## src/rtl/bin2bcd_trio_trigger_gen_pkg.sv

```systemverilog
// bin2bcd_trio_trigger_gen_pkg: shared FSM encoding, BCD digit type and timing defaults
package bin2bcd_trio_trigger_gen_pkg;
    typedef enum logic [2:0] {IDLE, CONV, UPDATE, HOLD, GAP} state_e;
    typedef logic [3:0] bcd_t;
    localparam int BIN_W              = 10;
    localparam int BCD_DIGITS         = 3;
    localparam int WORK_W             = BIN_W + 4 * BCD_DIGITS;
    localparam int BCD_MAX            = 999;
    localparam int STEP_LENGTH        = 250;
    localparam int FRAME_STEPS        = 48;
    localparam int DEF_TRIG_HOLD      = 4;
    localparam int DEF_MIN_GAP        = STEP_LENGTH * FRAME_STEPS;
    localparam int DEF_REFRESH_CYCLES = 5_000_000;
    function automatic bcd_t add3(bcd_t d);
        return (d >= 4'd5) ? d + 4'd3 : d;
    endfunction
endpackage

```

## src/rtl/bin2bcd_trio_trigger_gen_if.sv

```systemverilog
// bin2bcd_trio_trigger_gen_if: request/digit/trigger bundle between feeder and its user
interface bin2bcd_trio_trigger_gen_if;
    import bin2bcd_trio_trigger_gen_pkg::*;
    logic             start;
    logic [BIN_W-1:0] bin;
    bcd_t             num0;
    bcd_t             num1;
    bcd_t             num2;
    logic             trigger;
    logic             busy;
    logic             ovf;
    modport master (output start, bin, input num0, num1, num2, trigger, busy, ovf);
    modport slave  (input start, bin, output num0, num1, num2, trigger, busy, ovf);
endinterface

```

## src/rtl/bin2bcd_trio_trigger_gen_bcd_double_dabble_seq.sv

```systemverilog
// bin2bcd_trio_trigger_gen_bcd_double_dabble_seq: one shift-add-3 iteration per step, 10 steps per value
module bin2bcd_trio_trigger_gen_bcd_double_dabble_seq
    import bin2bcd_trio_trigger_gen_pkg::*;
(
    input  logic             clk,
    input  logic             rst_n,
    input  logic             load_i,
    input  logic             step_i,
    input  logic [BIN_W-1:0] bin_i,
    output bcd_t             hund_o,
    output bcd_t             tens_o,
    output bcd_t             units_o,
    output logic             done_o
);
    logic [WORK_W-1:0] work_q, work_d, adj;
    logic [3:0]        cnt_q, cnt_d;
    always_comb begin
        adj    = {add3(work_q[WORK_W-1 -: 4]), add3(work_q[WORK_W-5 -: 4]),
                  add3(work_q[WORK_W-9 -: 4]), work_q[BIN_W-1:0]};
        work_d = load_i ? WORK_W'(bin_i) : step_i ? adj << 1 : work_q;
        cnt_d  = load_i ? '0 : step_i ? cnt_q + 1'b1 : cnt_q;
    end
    // high during the final step so the caller can leave CONV on that same edge
    assign done_o = step_i && cnt_q == 4'(BIN_W - 1);
    assign {hund_o, tens_o, units_o} = work_q[WORK_W-1:BIN_W];
    always_ff @(posedge clk or negedge rst_n) begin
        if (!rst_n) begin
            work_q <= '0;
            cnt_q  <= '0;
        end else begin
            work_q <= work_d;
            cnt_q  <= cnt_d;
        end
    end
endmodule

```

## src/rtl/bin2bcd_trio_trigger_gen.sv

```systemverilog
// bin2bcd_trio_trigger_gen: binary->3-digit BCD feeder with rate-limited held trigger for a 595 driver.
// Optional periodic re-trigger of the current digits with `define AUTO_REFRESH_EN.
module bin2bcd_trio_trigger_gen
    import bin2bcd_trio_trigger_gen_pkg::*;
#(
    parameter int TRIG_HOLD      = DEF_TRIG_HOLD,
    parameter int MIN_GAP        = DEF_MIN_GAP
`ifdef AUTO_REFRESH_EN
    ,
    parameter int REFRESH_CYCLES = DEF_REFRESH_CYCLES
`endif
) (
    input  logic clk,
    input  logic rst_n,
    bin2bcd_trio_trigger_gen_if.slave bus
);
    localparam int GAP_W = $clog2(MIN_GAP + 1);
    localparam logic [GAP_W-1:0] HOLD_LAST = GAP_W'(TRIG_HOLD - 1);
    localparam logic [GAP_W-1:0] GAP_LAST  = GAP_W'(MIN_GAP - 1);
    state_e                   state_q, state_d;
    logic [GAP_W-1:0]         gap_q, gap_d;
    logic [BIN_W-1:0]         cur_q, cur_d, pend_bin_q, pend_bin_d;
    logic                     pend_q, pend_d;
    logic [4*BCD_DIGITS-1:0]  num_q, num_d;
    logic                     ovf_q, ovf_d, trig_q;
    logic                     go, dd_load, dd_done, ref_fire;
    bcd_t                     dd_hund, dd_tens, dd_units;
    bin2bcd_trio_trigger_gen_bcd_double_dabble_seq u_dd (
        .clk     (clk),
        .rst_n   (rst_n),
        .load_i  (dd_load),
        .step_i  (state_q == CONV),
        .bin_i   (cur_d),
        .hund_o  (dd_hund),
        .tens_o  (dd_tens),
        .units_o (dd_units),
        .done_o  (dd_done)
    );
`ifdef AUTO_REFRESH_EN
    localparam int REF_W = $clog2(REFRESH_CYCLES + 1);
    localparam logic [REF_W-1:0] REF_LAST = REF_W'(REFRESH_CYCLES - 1);
    logic [REF_W-1:0] ref_q, ref_d;
    // counts only while truly idle; any trigger rise (HOLD with trigger still low) restarts the period
    assign ref_d    = (state_q == IDLE && !pend_q) ? ref_q + 1'b1 : (state_q == HOLD && !trig_q) ? '0 : ref_q;
    assign ref_fire = ref_q == REF_LAST;
    always_ff @(posedge clk or negedge rst_n) begin
        if (!rst_n) ref_q <= '0;
        else        ref_q <= ref_d;
    end
`else
    assign ref_fire = 1'b0;
`endif
    always_comb begin
        state_d    = state_q;
        gap_d      = (state_q == HOLD || state_q == GAP) ? gap_q + 1'b1 : gap_q;
        cur_d      = cur_q;
        pend_bin_d = (bus.start && state_q != IDLE) ? bus.bin : pend_bin_q;
        pend_d     = (bus.start && state_q != IDLE) || pend_q;
        num_d      = num_q;
        ovf_d      = ovf_q;
        go         = 1'b0;
        dd_load    = 1'b0;
        case (state_q)
            IDLE: begin
                go = bus.start || pend_q;
                if (!go && ref_fire) begin
                    state_d = HOLD;
                    gap_d   = '0;
                end
            end
            CONV:   state_d = dd_done ? UPDATE : CONV;
            UPDATE: begin
                ovf_d   = cur_q > BIN_W'(BCD_MAX);
                num_d   = ovf_d ? {4'd9, 4'd9, 4'd9} : {dd_hund, dd_tens, dd_units};
                state_d = HOLD;
                gap_d   = '0;
            end
            HOLD:   state_d = (gap_q == HOLD_LAST) ? GAP : HOLD;
            GAP: begin
                if (gap_q == GAP_LAST) begin
                    state_d = IDLE;
                    go      = bus.start || pend_q;
                end
            end
            default: state_d = IDLE;
        endcase
        // a fresh start beats a queued request; either one skips the idle cycle
        if (go) begin
            state_d = CONV;
            dd_load = 1'b1;
            cur_d   = bus.start ? bus.bin : pend_bin_q;
            pend_d  = 1'b0;
        end
    end
    always_ff @(posedge clk or negedge rst_n) begin
        if (!rst_n) begin
            state_q    <= IDLE;
            gap_q      <= '0;
            cur_q      <= '0;
            pend_q     <= 1'b0;
            pend_bin_q <= '0;
            num_q      <= '0;
            ovf_q      <= 1'b0;
            trig_q     <= 1'b0;
        end else begin
            state_q    <= state_d;
            gap_q      <= gap_d;
            cur_q      <= cur_d;
            pend_q     <= pend_d;
            pend_bin_q <= pend_bin_d;
            num_q      <= num_d;
            ovf_q      <= ovf_d;
            trig_q     <= state_q == HOLD;
        end
    end
    assign bus.num0    = num_q[11:8];
    assign bus.num1    = num_q[7:4];
    assign bus.num2    = num_q[3:0];
    assign bus.ovf     = ovf_q;
    assign bus.trigger = trig_q;
    assign bus.busy    = state_q != IDLE || pend_q;
endmodule

```

## src/flat_wrapper.sv

```systemverilog
// flat-port wrapper written by rule: the top's interface ports become plain ports
module bin2bcd_trio_trigger_gen_flat import bin2bcd_trio_trigger_gen_pkg::*;
#(
    parameter int TRIG_HOLD      = DEF_TRIG_HOLD,
    parameter int MIN_GAP        = DEF_MIN_GAP

)
  (clk, rst_n, bus_start, bus_bin, bus_num0, bus_num1, bus_num2, bus_trigger, bus_busy, bus_ovf);
  bin2bcd_trio_trigger_gen_if bus_i ();
  input  logic clk;
  input  logic rst_n;
  input wire logic [$bits(bus_i.start)-1:0] bus_start;
  input wire logic [$bits(bus_i.bin)-1:0] bus_bin;
  output wire logic [$bits(bus_i.num0)-1:0] bus_num0;
  output wire logic [$bits(bus_i.num1)-1:0] bus_num1;
  output wire logic [$bits(bus_i.num2)-1:0] bus_num2;
  output wire logic [$bits(bus_i.trigger)-1:0] bus_trigger;
  output wire logic [$bits(bus_i.busy)-1:0] bus_busy;
  output wire logic [$bits(bus_i.ovf)-1:0] bus_ovf;
  assign bus_i.start = bus_start;
  assign bus_i.bin = bus_bin;
  assign bus_num0 = bus_i.num0;
  assign bus_num1 = bus_i.num1;
  assign bus_num2 = bus_i.num2;
  assign bus_trigger = bus_i.trigger;
  assign bus_busy = bus_i.busy;
  assign bus_ovf = bus_i.ovf;
  bin2bcd_trio_trigger_gen #(.TRIG_HOLD(TRIG_HOLD), .MIN_GAP(MIN_GAP)) u_core (.clk(clk), .rst_n(rst_n), .bus(bus_i));
endmodule
```

## config.mk

```make
export PLATFORM = sky130hd
export DESIGN_NAME = bin2bcd_trio_trigger_gen_flat
export DESIGN_NICKNAME = d
export VERILOG_FILES = /design/src/rtl/bin2bcd_trio_trigger_gen_pkg.sv /design/src/rtl/bin2bcd_trio_trigger_gen_if.sv /design/src/rtl/bin2bcd_trio_trigger_gen_bcd_double_dabble_seq.sv /design/src/rtl/bin2bcd_trio_trigger_gen.sv /design/src/flat_wrapper.sv
export SDC_FILE = /design/constraint.sdc
export NUM_CORES = 1
export LEC_CHECK = 0
export ABC_AREA = 1
export ABC_CLOCK_PERIOD_IN_PS = 1600
export BUFFER_PORTS_ARGS = -buffer_cell sky130_fd_sc_hd__buf_2
export CAP_MARGIN = 15
export CORE_UTILIZATION = 38
export CTS_CLUSTER_DIAMETER = 60
export CTS_CLUSTER_SIZE = 20
export DETAILED_ROUTE_END_ITERATION = 7
export PLACE_DENSITY = 0.59
export RECOVER_POWER = 100
export SLEW_MARGIN = 25
export SYNTH_ARGS = -nofsm -noshare
export SYNTH_HDL_FRONTEND = slang
export SYNTH_SLANG_ARGS = --single-unit
```

## constraint.sdc

```tcl
create_clock -name clk -period 1.6 [get_ports clk]
set_input_delay 0.08 -clock clk [delete_from_list [all_inputs] [get_ports clk]]
set_output_delay 0.08 -clock clk [all_outputs]
set_load 0.05 [all_outputs]
```

==> results.txt, run 1 <==
----------------------------------------------------
[Power]
  P_int ... about 2.9 mW
  Share of power burned in registers ... roughly 53%
  Fraction of power consumed by the clock network ... around 43%
  Fraction of power spent switching nets ... 21.7%
  Post-layout total power ... between 3 and 4 mW
  Net switching power of the design ... 0.797 mW
  Worst IR Drop VDD ... between 400 and 500 uV
  Power per cell area ... 808 nW/um^2
  Total leakage power ... between 2 and 2.5 nW
  Part of the power in combinational logic ... between 4 and 5%

[Critical path]
  Sort of element at the start of the critical path ... flop
  Type of the worst setup path ... flop to flop
  Kind of cell adding the most delay to the critical path ... simple AND/OR/NAND/NOR gates
  Cell with the most instances on the worst path ... nand3_1
  Max incr delay on CP ... approximately 0.4 ns
  Critical-path cell with the highest stage delay ... dfrtp_1
  Crit path cell chain ... ha_4 -> nand3_2 -> nor2_1 -> nand3_1 -> nand2_2 -> nand2_4 -> buf_12 -> nand3_1 -> o21ai_1
  Critical Path AT ... around 1.8 ns
  Critical path buffers and inverters ... 1
  CP max FO ... 10
  Worst Setup End Kind ... flop
  Data required time at the worst endpoint ... around 1.8 ns

[Logic synthesis]
  Yosys top cell area share ... 50.0%
  Complex-gate fraction of the synthesized area ... 9.44%
  Count of flip-flops with a built-in enable after synthesis ... 0
  Synthesized area divided by synthesized cell count ... 8.66 um^2
  Multiplexer area fraction after synthesis ... roughly 6.0%
  Dominant cell by count in the synthesized netlist ... nand2_1
  Cell area after technology mapping ... roughly 3800 um^2
  Cell types with the highest counts after synthesis ... nand2_1 (107), dfrtp_1 (75), inv_1 (51)
  Synthesized net count ... around 460
  Synthesized-area fraction occupied by and/or/nand/nor cells ... a little over a fifth
  Combinational family with the most area after synthesis ... simple AND/OR/NAND/NOR gates
  Fraction of the yosys area taken by sequential cells ... approximately half
  Number of library cell types mapped by synthesis ... 29
  Top area cells in the synthesized netlist ... dfrtp_1 (50%), nand2_1 (11%), mux2_2 (6.0%)
  Xor and xnor area share after synthesis ... about 1.9%
  Synth async-reset ratio ... between 90% and 100%
  Most common flop cell mapped by yosys ... dfrtp_1
  Cell count after synthesis ... around 430
  Number of synthesized register bits ... 75
  Library cell occupying the most area in the post-synthesis netlist ... dfrtp_1
  Count of synthesis-stage warnings from yosys ... 0
  Share of synthesized cell area in full adder, half adder and majority cells ... 3.00%

[Clock network]
  Number of levels the H-tree was split into ... 3
  TritonCTS clock tree ... done
  Register clock-pin slew on the reported worst setup and hold paths ... roughly 0.080 ns
  Clk sink count ... between 70 and 80
  CTS Root Buffer Type ... clkbuf_8
  Number of buffers inserted during clock tree synthesis ... 9
  Bufs on Longest Clock Path ... 2
  Insertion delay of the later-clocked pin in the worst-skew pair ... 0.35 ns

[Final layout]
  Layout fillers ... between 900 and 1,000
  Fraction of the core area covered by cells at the end of the flow ... roughly half
  Layout net count ... 510
  Share of cells above drive strength 1 ... approximately a fifth
  Count of non-filler cells in the finished layout ... approximately 620
  Area growth from synthesis to layout ... 21.3%
  Reg area ... 1880 um^2
  Area used by multi-input combinational logic ... around 1600 um^2
  Total inserted antenna cells ... 0
  Post-Layout Inst Area ... about 4600 um^2

[Floorplan]
  Floorplan die height ... between 100 and 150 um
  Site row count ... 35
  Number of ports placed on the die boundary ... 28
  Die Width ... 101 um
  Core footprint ... between 9000 and 10,000 um^2
  Area of the die ... about 10,000 um^2
  Initial Utilization ... between 30% and 40%

[Route]
  Vias/cell ... just under 5
  Violation count after the first detailed-routing iteration ... 143
  Wire length per cell ... 12.9 um
  Detailed-router iteration count before antenna repair ... 4
  Residual DRC ... 0
  DR vias ... 3,039
  Total length of routed wires ... 8010 um
  Detail Route Antenna Nets ... 0

[Timing]
  Hold Fails Final Rpt ... 0
  Setup skew after layout ... between 0.01 and 0.015 ns
  Max-slew headroom ... a little over a third
  Transition time of the tightest slew-check pin ... between 0.9 and 1 ns
  Number of endpoints failing setup at the final stage ... 0
  Slew Limit Fails ... 0
  Max Clk Rate ... 635 MHz
  Unrepaired setup endpoints after global routing ... yes
  Least setup slack across all paths after layout ... between 0.02 and 0.03 ns
  Period minus WS final ... between 1.5 and 2 ns
  Share of the cycle needed by the critical path after routing ... 98.4%

[GRT]
  Antenna violations before repair ... 0
  Maximum number of pins on one net before global-route repair ... 38
  Global-route total usage across every layer ... roughly 17%
  Via count of the first global-routing pass ... about 2,900
  Residual overflow from global routing ... 0
  Wire length of the first global-routing pass ... 13,600 um

[Placed design]
  Post-DP Area ... 4100 um^2
  Pre-CTS worst setup slack ... 0.000571 ns
  Half-perimeter wire length after detailed placement ... 5420 um
  Number of cells in the design after placement ... slightly below 600
  GPL Wtd Cong ... approximately 0.86
  Count of buffers inserted at the top-level ports ... 27

[Job]
  Count of max-cap constraint violations ... 0

[Hold path]
  Type of the tightest min-delay check ... input pin to flop

[Status]
  Status ... complete, no violations

----------------------------------------------------
[layout make-up]
cell class,instances,area share (%)
multi-input combinational,286,36.1
tap,129,3.55
inverter,58,4.92
clock buffer,10,2.80
sequential,75,41.3
timing repair buffer,58,9.35
clock inverter,6,1.98
[power by group through the flow]
| stage | logic [mW] | clock network, mW | registers (mW) |
|---|---|---|---|
| after CTS | 0.157 | 1.66 | 1.93 |
| final | 0.151 | 1.60 | 1.93 |
| after floorplan | 0.0632 | 0 | 1.96 |
| after global placement | 0.136 | 0 | 1.97 |
| after global routing | 0.172 | 1.71 | 1.93 |
| after detailed placement | 0.137 | 0 | 1.97 |
[final timing paths]
path | startpoint | to | slack [ns] | depth (start not counted)
max reg2reg | u_core.gap_q[1]$_DFFE_PN0P_ | u_core.u_dd.work_q[11]$_DFFE_PN0P_ | 0.03 | 9
min | bus_start | u_core.u_dd.work_q[0]$_DFFE_PN0P_ | 0.30 | 4
min in group asynchronous | rst_n | u_core.gap_q[11]$_DFFE_PN0P_ | 0.41 | 2
max | u_core.gap_q[1]$_DFFE_PN0P_ | u_core.u_dd.work_q[11]$_DFFE_PN0P_ | 0.03 | 9
max in group asynchronous | rst_n | u_core.u_dd.work_q[4]$_DFFE_PN0P_ | 0.37 | 3
min reg2reg | u_core.cur_q[5]$_DFF_PN0_ | u_core.cur_q[5]$_DFF_PN0_ | 0.47 | 2
[cell usage in the layout, fill, tap and decap left out, types with 2 or more instances in the layout]
| master | n |
|---|---|
| nand2_1 | 104 |
| dfrtp_1 | 74 |
| inv_1 | 49 |
| nand3_1 | 40 |
| o21ai_0 | 28 |
| mux2_2 | 20 |
| clkbuf_1 | 15 |
| nor2_1 | 14 |
| buf_4 | 14 |
| o21ai_1 | 12 |
| buf_2 | 12 |
| dlygate4sd3_1 | 11 |
| clkbuf_8 | 9 |
| a21oi_1 | 8 |
| ha_1 | 8 |
| inv_2 | 7 |
| xor2_1 | 7 |
| nand4_1 | 7 |
| nor2_2 | 6 |
| o22a_1 | 6 |
| nand3_2 | 4 |
| nand2_2 | 4 |
| nand3b_1 | 3 |
| o22ai_1 | 3 |
| clkinvlp_4 | 2 |
| clkinv_4 | 2 |
| bufinv_16 | 2 |
| clkbuf_2 | 2 |
| buf_6 | 2 |
| buf_12 | 2 |
[repair_timing]
action,4_1_cts,5_1_grt
gates cloned,0,2
buffers inserted,1,3
hold buffers,11,0
pin swaps,0,6
hold endpoints to repair,45,0
setup endpoints to repair,1,41
resized for setup,1,26
[stage by stage]
step / TNS [ns] / hold slack [ns]
after floorplan: 0 / -0.216
after CTS: 0 / 0.241
after global routing: -1.04 / 0.332
after detailed placement: 0 / 0.0824
final: 0 / 0.303
after global placement: 0 / 0.0774
[layer usage]
| layer | vias up | track usage, % | part of all wire [%] |
|---|---|---|---|
| li1 | 1519 | - | - |
| met1 | 1464 | 22.2 | 49 |
| met2 | 49 | 27.9 | 47 |
| met3 | 7 | 4.21 | 2.6 |
| met4 | 0 | 5.02 | 1.1 |
| met5 | - | 0 | 0 |
[worst register-to-register path, delay by kind of cell (launching register included)]
kind,cells,cell delay (ns)
simple gates,6,0.64
flops,1,0.40
fa+ha+maj,1,0.17
buf+inv,1,0.16
compound gates,1,0.08
[logic make-up after synthesis]
group                      after synthesis
buffers and inverters                   72
DFF                                     75
xor gates and xnor gates                 8
muxes                                   20
AOI/OAI and AO/OA                       63
adders and majority gates                9
and+or+nand+nor                        186
[registers in the layout, summed over array words and instances, names as in the netlist]
name,flops
u_core.u_dd.work_q,22
u_core.gap_q,14
u_core.num_q,12
u_core.pend_bin_q,10
u_core.cur_q,7
u_core.u_dd.cnt_q,4
u_core.state_q,3
u_core.bus.ovf,1
u_core.bus.trigger,1
u_core.pend_q,1
No activity file was read; power rests on OpenSTA's default activity.
==> inputs of run 2 (changes only) <==
PLACE_DENSITY = default   (was 0.59)
PLACE_DENSITY_LB_ADDON = 0.2   (was default)
==> results.txt, run 2 (synthesis results as in run 1) <==
----------------------------------------------------
[Timing]
  Setup TNS ... 0 ns
  Unrepaired setup endpoints after global routing ... yes
  Hold Fails Final Rpt ... 0
  Max-slew headroom ... around three fifths
  Max Clk Rate ... roughly 650 MHz
  Setup skew after layout ... about 0.011 ns
  Share of the cycle needed by the critical path after routing ... about 96%
  Number of endpoints failing setup at the final stage ... 0
  Least setup slack across all paths after layout ... a little under 0.07 ns
  Transition time of the tightest slew-check pin ... approximately 0.57 ns
  Period minus WS final ... between 1.5 and 2 ns
  Slew Limit Fails ... 0

[Floorplan]
  Core footprint ... roughly 9400 um^2
  Floorplan die height ... 101 um
  Area of the die ... approximately 10,000 um^2
  Number of ports placed on the die boundary ... 28
  Initial Utilization ... 39.8%
  Site row count ... 35
  Die Width ... 101 um

[Power]
  Power per cell area ... about 800 nW/um^2
  P_int ... ~2.8 mW
  Net switching power of the design ... just under 0.8 mW
  Post-layout total power ... about 3.6 mW
  Worst IR Drop VDD ... between 600 and 700 uV
  Fraction of power spent switching nets ... between 20% and 30%
  Fraction of power consumed by the clock network ... 42.4%
  Part of the power in combinational logic ... approximately 4%
  Share of power burned in registers ... 53.5%
  Total leakage power ... around 2.3 nW

[Clock network]
  Number of levels the H-tree was split into ... 3
  Register clock-pin slew on the reported worst setup and hold paths ... ~0.080 ns
  TritonCTS clock tree ... done
  Number of buffers inserted during clock tree synthesis ... 9
  CTS Root Buffer Type ... clkbuf_8
  Clk sink count ... between 70 and 80
  Insertion delay of the later-clocked pin in the worst-skew pair ... around 0.35 ns
  Bufs on Longest Clock Path ... 2

[Final layout]
  Count of non-filler cells in the finished layout ... between 600 and 700
  Layout fillers ... between 900 and 1,000
  Commonest non-fill, non-tap cells in the layout ... nand2_1 (106), dfrtp_1 (75), inv_1 (51)
  Area growth from synthesis to layout ... 20.2%
  Share of cells above drive strength 1 ... roughly a fifth
  Reg area ... approximately 1900 um^2
  Top flop regs ... u_core.u_dd.work_q (22), u_core.gap_q (14), u_core.num_q (12)
  Largest register FFs ... 22
  Register name with the most flops ... u_core.u_dd.work_q
  Total inserted antenna cells ... 0
  Layout net count ... around 510
  Most frequent standard cell in the layout excluding fill and tap cells ... nand2_1
  Area used by multi-input combinational logic ... 1620 um^2
  Post-Layout Inst Area ... approximately 4500 um^2

[Route]
  Detail Route Antenna Nets ... 0
  Violation count after the first detailed-routing iteration ... between 100 and 150
  Residual DRC ... 0
  Detailed-router iteration count before antenna repair ... 4
  Vias/cell ... ~4.8
  DR vias ... about 3,000
  Total length of routed wires ... 7840 um
  Wire length per cell ... between 10 and 15 um

[Critical path]
  Depth of the worst register-to-register path ... 10
  Sort of element at the start of the critical path ... flop
  Worst reg2reg setup slack ... between 0.06 and 0.07 ns
  CP max FO ... 10
  Critical Path AT ... approximately 1.8 ns
  Worst Setup End Kind ... flop
  Data required time at the worst endpoint ... between 1.5 and 2 ns
  Type of the worst setup path ... flop to flop

[GRT]
  Antenna violations before repair ... 0
  Global Route met2 Usage ... between 20% and 30%
  Global-route met1 utilization ... approximately 23%
  Via count of the first global-routing pass ... around 2,800
  Most heavily used metal layer in global routing ... met2
  Maximum number of pins on one net before global-route repair ... 35
  Residual overflow from global routing ... 0
  Met3 usage in global routing ... 4.55%
  Wire length of the first global-routing pass ... 13,400 um
  Global-route total usage across every layer ... about 17%

[Job]
  Count of max-cap constraint violations ... 0

[Placed design]
  Post-DP Area ... 4120 um^2
  Count of buffers inserted at the top-level ports ... 27
  GPL Wtd Cong ... 0.837
  Pre-CTS worst setup slack ... -0.00254 ns
  Half-perimeter wire length after detailed placement ... around 5600 um
  Number of cells in the design after placement ... 591

[Status]
  Status ... complete, no violations

[Hold path]
  Type of the tightest min-delay check ... input pin to asynchronous set/reset pin

----------------------------------------------------
==> run 2: worst max-delay path, stage by stage, from the launching register on <==
cell,delay [ns]
dfrtp_1,0.42
ha_4,0.16
nand3_1,0.09
nor2_1,0.10
nand3_1,0.11
nand2_2,0.09
buf_4,0.17
nand3_1,0.15
nand2_1,0.09
inv_1,0.04
nand2_1,0.04
==> run 2: repair_timing <==
item,in CTS,in global routing
setup buffers,0,5
endpoints found under the hold margin,77,0
hold buffers,11,0
setup endpoints to repair,5,50
gates resized for setup,1,11
pin swaps,0,2
==> run 2: worst paths after layout <==
| check | from | endpoint |
|---|---|---|
| worst max-delay path | u_core.gap_q[1]$_DFFE_PN0P_ | u_core.u_dd.work_q[9]$_DFFE_PN0P_ |
| worst min-delay path | rst_n | u_core.gap_q[10]$_DFFE_PN0P_ |
| worst max register to register | u_core.gap_q[1]$_DFFE_PN0P_ | u_core.u_dd.work_q[9]$_DFFE_PN0P_ |
| worst min register to register | u_core.cur_q[3]$_DFF_PN0_ | u_core.cur_q[3]$_DFF_PN0_ |
| max in group asynchronous | rst_n | u_core.cur_q[4]$_DFF_PN0_ |
| min in group clk | bus_start | u_core.u_dd.work_q[0]$_DFFE_PN0P_ |
==> run 2: cell type report <==
| cell class | count | area share [%] |
|---|---|---|
| tap | 129 | 3.58 |
| clock inverter | 4 | 1.05 |
| timing repair buffer | 59 | 9.24 |
| multi-input combinational | 286 | 36.0 |
| clock buffer | 12 | 3.66 |
| inverter | 58 | 4.88 |
| sequential | 75 | 41.6 |
==> run 2: layer usage <==
| layer | vias up | wire, um |
|---|---|---|
| li1 | 1520 | - |
| met1 | 1397 | 3780 |
| met2 | 57 | 3610 |
| met3 | 9 | 339 |
| met4 | 0 | 106 |
| met5 | - | 0 |
==> run 2: power groups by stage <==
stage | combinational, mW | sequential [mW] | clock [mW]
after detailed placement | 0.138 | 1.97 | 0
after global routing | 0.170 | 1.93 | 1.66
final | 0.149 | 1.93 | 1.53
after global placement | 0.136 | 1.97 | 0
after CTS | 0.160 | 1.93 | 1.58
after floorplan | 0.0632 | 1.96 | 0
==> run 2: metrics by stage <==
stage                     hold WS (ns)  utilization, %
final                            0.261            47.9
after global routing             0.313            47.9
after CTS                        0.155            47.2
after floorplan                 -0.216               -
after detailed placement      -0.00196            43.7
after global placement        -0.00125            43.7
==> inputs of run 3 (changes only) <==
BUFFER_PORTS_ARGS = default   (was -buffer_cell sky130_fd_sc_hd__buf_2)
DONT_BUFFER_PORTS = 1   (was default)
==> results.txt, run 3 (synthesis results as in run 1) <==
----------------------------------------------------
[Status]
  Status ... complete, but fails checks
  Violations in the final reports ... negative hold slack

[Timing]
  Period minus WS final ... about 1.5 ns
  Max Clk Rate ... approximately 660 MHz
  Unrepaired setup endpoints after global routing ... yes
  Worst hold slack across all endpoints ... -0.588 ns
  Max-slew headroom ... 63.2%
  Number of endpoints failing setup at the final stage ... 0
  Transition time of the tightest slew-check pin ... approximately 0.55 ns
  Slew Limit Fails ... 0
  Setup TNS ... 0 ns
  Share of the cycle needed by the critical path after routing ... 95.1%
  Setup skew after layout ... between 0.01 and 0.015 ns
  Hold Fails Final Rpt ... 75

[Power]
  Part of the power in combinational logic ... 2.5%
  Worst IR Drop VDD ... 498 uV
  Share of power burned in registers ... 54.3%
  Power per cell area ... roughly 810 nW/um^2
  P_int ... between 2 and 3 mW
  Fraction of power consumed by the clock network ... between 40% and 50%
  Fraction of power spent switching nets ... approximately 22%
  Net switching power of the design ... between 0.7 and 0.8 mW
  Total leakage power ... 2.12 nW

[Clock network]
  Number of buffers inserted during clock tree synthesis ... 9
  CTS Root Buffer Type ... clkbuf_8
  Register clock-pin slew on the reported worst setup and hold paths ... 0.09 ns
  Number of levels the H-tree was split into ... 3
  TritonCTS clock tree ... done
  Clk sink count ... 75
  Cts-stage hold buffer count ... 10
  Insertion delay of the later-clocked pin in the worst-skew pair ... approximately 0.35 ns
  Bufs on Longest Clock Path ... 2

[Final layout]
  Most frequent standard cell in the layout excluding fill and tap cells ... nand2_1
  Top flop regs ... u_core.u_dd.work_q (22), u_core.gap_q (14), u_core.num_q (12)
  Largest register FFs ... 22
  Post-Layout Inst Area ... about 4400 um^2
  Register name with the most flops ... u_core.u_dd.work_q
  Share of cells above drive strength 1 ... between 10% and 20%
  Total inserted antenna cells ... 0
  Layout net count ... roughly 480
  Count of non-filler cells in the finished layout ... 591
  Area growth from synthesis to layout ... 17.5%
  Commonest non-fill, non-tap cells in the layout ... nand2_1 (106), dfrtp_1 (75), inv_1 (51)

[Route]
  Vias/cell ... slightly below 5
  Residual DRC ... 0
  Violation count after the first detailed-routing iteration ... 125
  Detailed-router iteration count before antenna repair ... 4
  DR vias ... roughly 2,900
  Wire length per cell ... 13.4 um
  Total length of routed wires ... just under 8000 um
  Detail Route Antenna Nets ... 0

[GRT]
  Global-route total usage across every layer ... between 15 and 20%
  Maximum number of pins on one net before global-route repair ... 76
  Residual overflow from global routing ... 0
  Via count of the first global-routing pass ... about 2,700
  Wire length of the first global-routing pass ... 13,000 um
  Antenna violations before repair ... 0

[Hold path]
  Type of the tightest min-delay check ... input pin to asynchronous set/reset pin

[Critical path]
  Sort of element at the start of the critical path ... flop
  Worst Setup End Kind ... flop
  Data required time at the worst endpoint ... about 1.8 ns
  Crit path cell chain ... inv_2 -> nand2_2 -> nor2_2 -> buf_4 -> inv_2 -> a21oi_1 -> a21oi_1
  Reg2reg start ... u_core.state_q[2]$_DFFE_PN0P_
  Depth of the worst register-to-register path ... 7
  Capture instance of the worst register-to-register path ... u_core.gap_q[9]$_DFFE_PN0P_
  Max incr delay on CP ... between 0.4 and 0.5 ns
  Critical-path cell with the highest stage delay ... dfrtp_1
  CP max FO ... 7
  Type of the worst setup path ... flop to flop
  Critical Path AT ... 1.74 ns
  Worst reg2reg setup slack ... approximately 0.079 ns

[Floorplan]
  Initial Utilization ... between 30 and 40%
  Core footprint ... 9420 um^2
  Die Width ... approximately 100 um
  Number of ports placed on the die boundary ... 28
  Floorplan die height ... 101 um
  Area of the die ... between 10,000 and 15,000 um^2
  Site row count ... 35

[Placed design]
  Half-perimeter wire length after detailed placement ... about 5300 um
  Count of buffers inserted at the top-level ports ... 0
  GPL Wtd Cong ... between 0.8 and 0.9
  Post-DP Area ... between 3000 and 4000 um^2
  Number of cells in the design after placement ... between 500 and 600

[Job]
  Count of max-cap constraint violations ... 0

----------------------------------------------------
==> run 3: cell type report <==
type | instances | area, um^2
fillers | 917 | 5010
multi-input cells | 286 | 1660
clock inverters | 6 | 71.3
clock buffers | 10 | 138
well taps | 129 | 161
inverters | 58 | 220
repair buffers | 27 | 282
flip-flops and latches | 75 | 1880
==> run 3: repair_timing <==
item	4_1_cts	5_1_grt
resized for setup	1	30
endpoints found under the setup margin	6	39
buffers inserted	0	4
endpoints found under the hold margin	85	75
pin swaps	0	2
cloned	0	2
==> run 3: how the worst max path moves through the flow <==
stage	startpoint	to	slack (ns)	cells after the start
final	u_core.state_q[2]$_DFFE_PN0P_	u_core.gap_q[9]$_DFFE_PN0P_	0.08	7
after global routing	u_core.gap_q[0]$_DFFE_PN0P_	u_core.gap_q[13]$_DFFE_PN0P_	-0.03	10
after CTS	u_core.gap_q[1]$_DFFE_PN0P_	u_core.u_dd.work_q[8]$_DFFE_PN0P_	0.02	10
after detailed placement	u_core.state_q[2]$_DFFE_PN0P_	u_core.num_q[4]$_DFFE_PN0N_	-0.01	5
after global placement	u_core.state_q[2]$_DFFE_PN0P_	u_core.num_q[11]$_DFFE_PN0N_	0.08	5
after floorplan	u_core.state_q[1]$_DFFE_PN0P_	u_core.pend_bin_q[1]$_DFFE_PN0P_	0.18	5
==> run 3: power groups by stage <==
stage	sequential (mW)	combinational (mW)	clock (mW)
2_1_floorplan	1.96	0.0632	0
3_3_place_gp	1.97	0.0655	0
3_5_place_dp	1.97	0.0672	0
4_1_cts	1.93	0.0866	1.60
5_1_grt	1.93	0.0957	1.68
6_report	1.93	0.0896	1.53
==> run 3: critical path, delay by kind of cell (launching register included) <==
family / cells / cell delay (ns)
and+or+nand+nor: 2 / 0.31
DFF: 1 / 0.47
buffers and inverters: 3 / 0.40
AOI/OAI and AO/OA: 2 / 0.20
==> run 3: through the flow <==
step                      utilization (%)  power [mW]  setup WS (ns)
after detailed placement             41.9        2.04        -0.0113
after global placement               41.9        2.03         0.0757
after floorplan                         -        2.03          0.176
final                                46.8        3.55         0.0792
after CTS                            45.2        3.61         0.0227
after global routing                 46.8        3.71        -0.0324
==> run 3: layer usage <==
| metal | vias up | share of wire [%] | wire length (um) | track usage [%] |
|---|---|---|---|---|
| li1 | 1460 | - | - | - |
| met1 | 1374 | 50 | 3930 | 22.0 |
| met2 | 37 | 47 | 3700 | 26.3 |
| met3 | 8 | 2.6 | 206 | 3.11 |
| met4 | 0 | 1.0 | 82 | 6.80 |
| met5 | - | 0 | 0 | 0 |
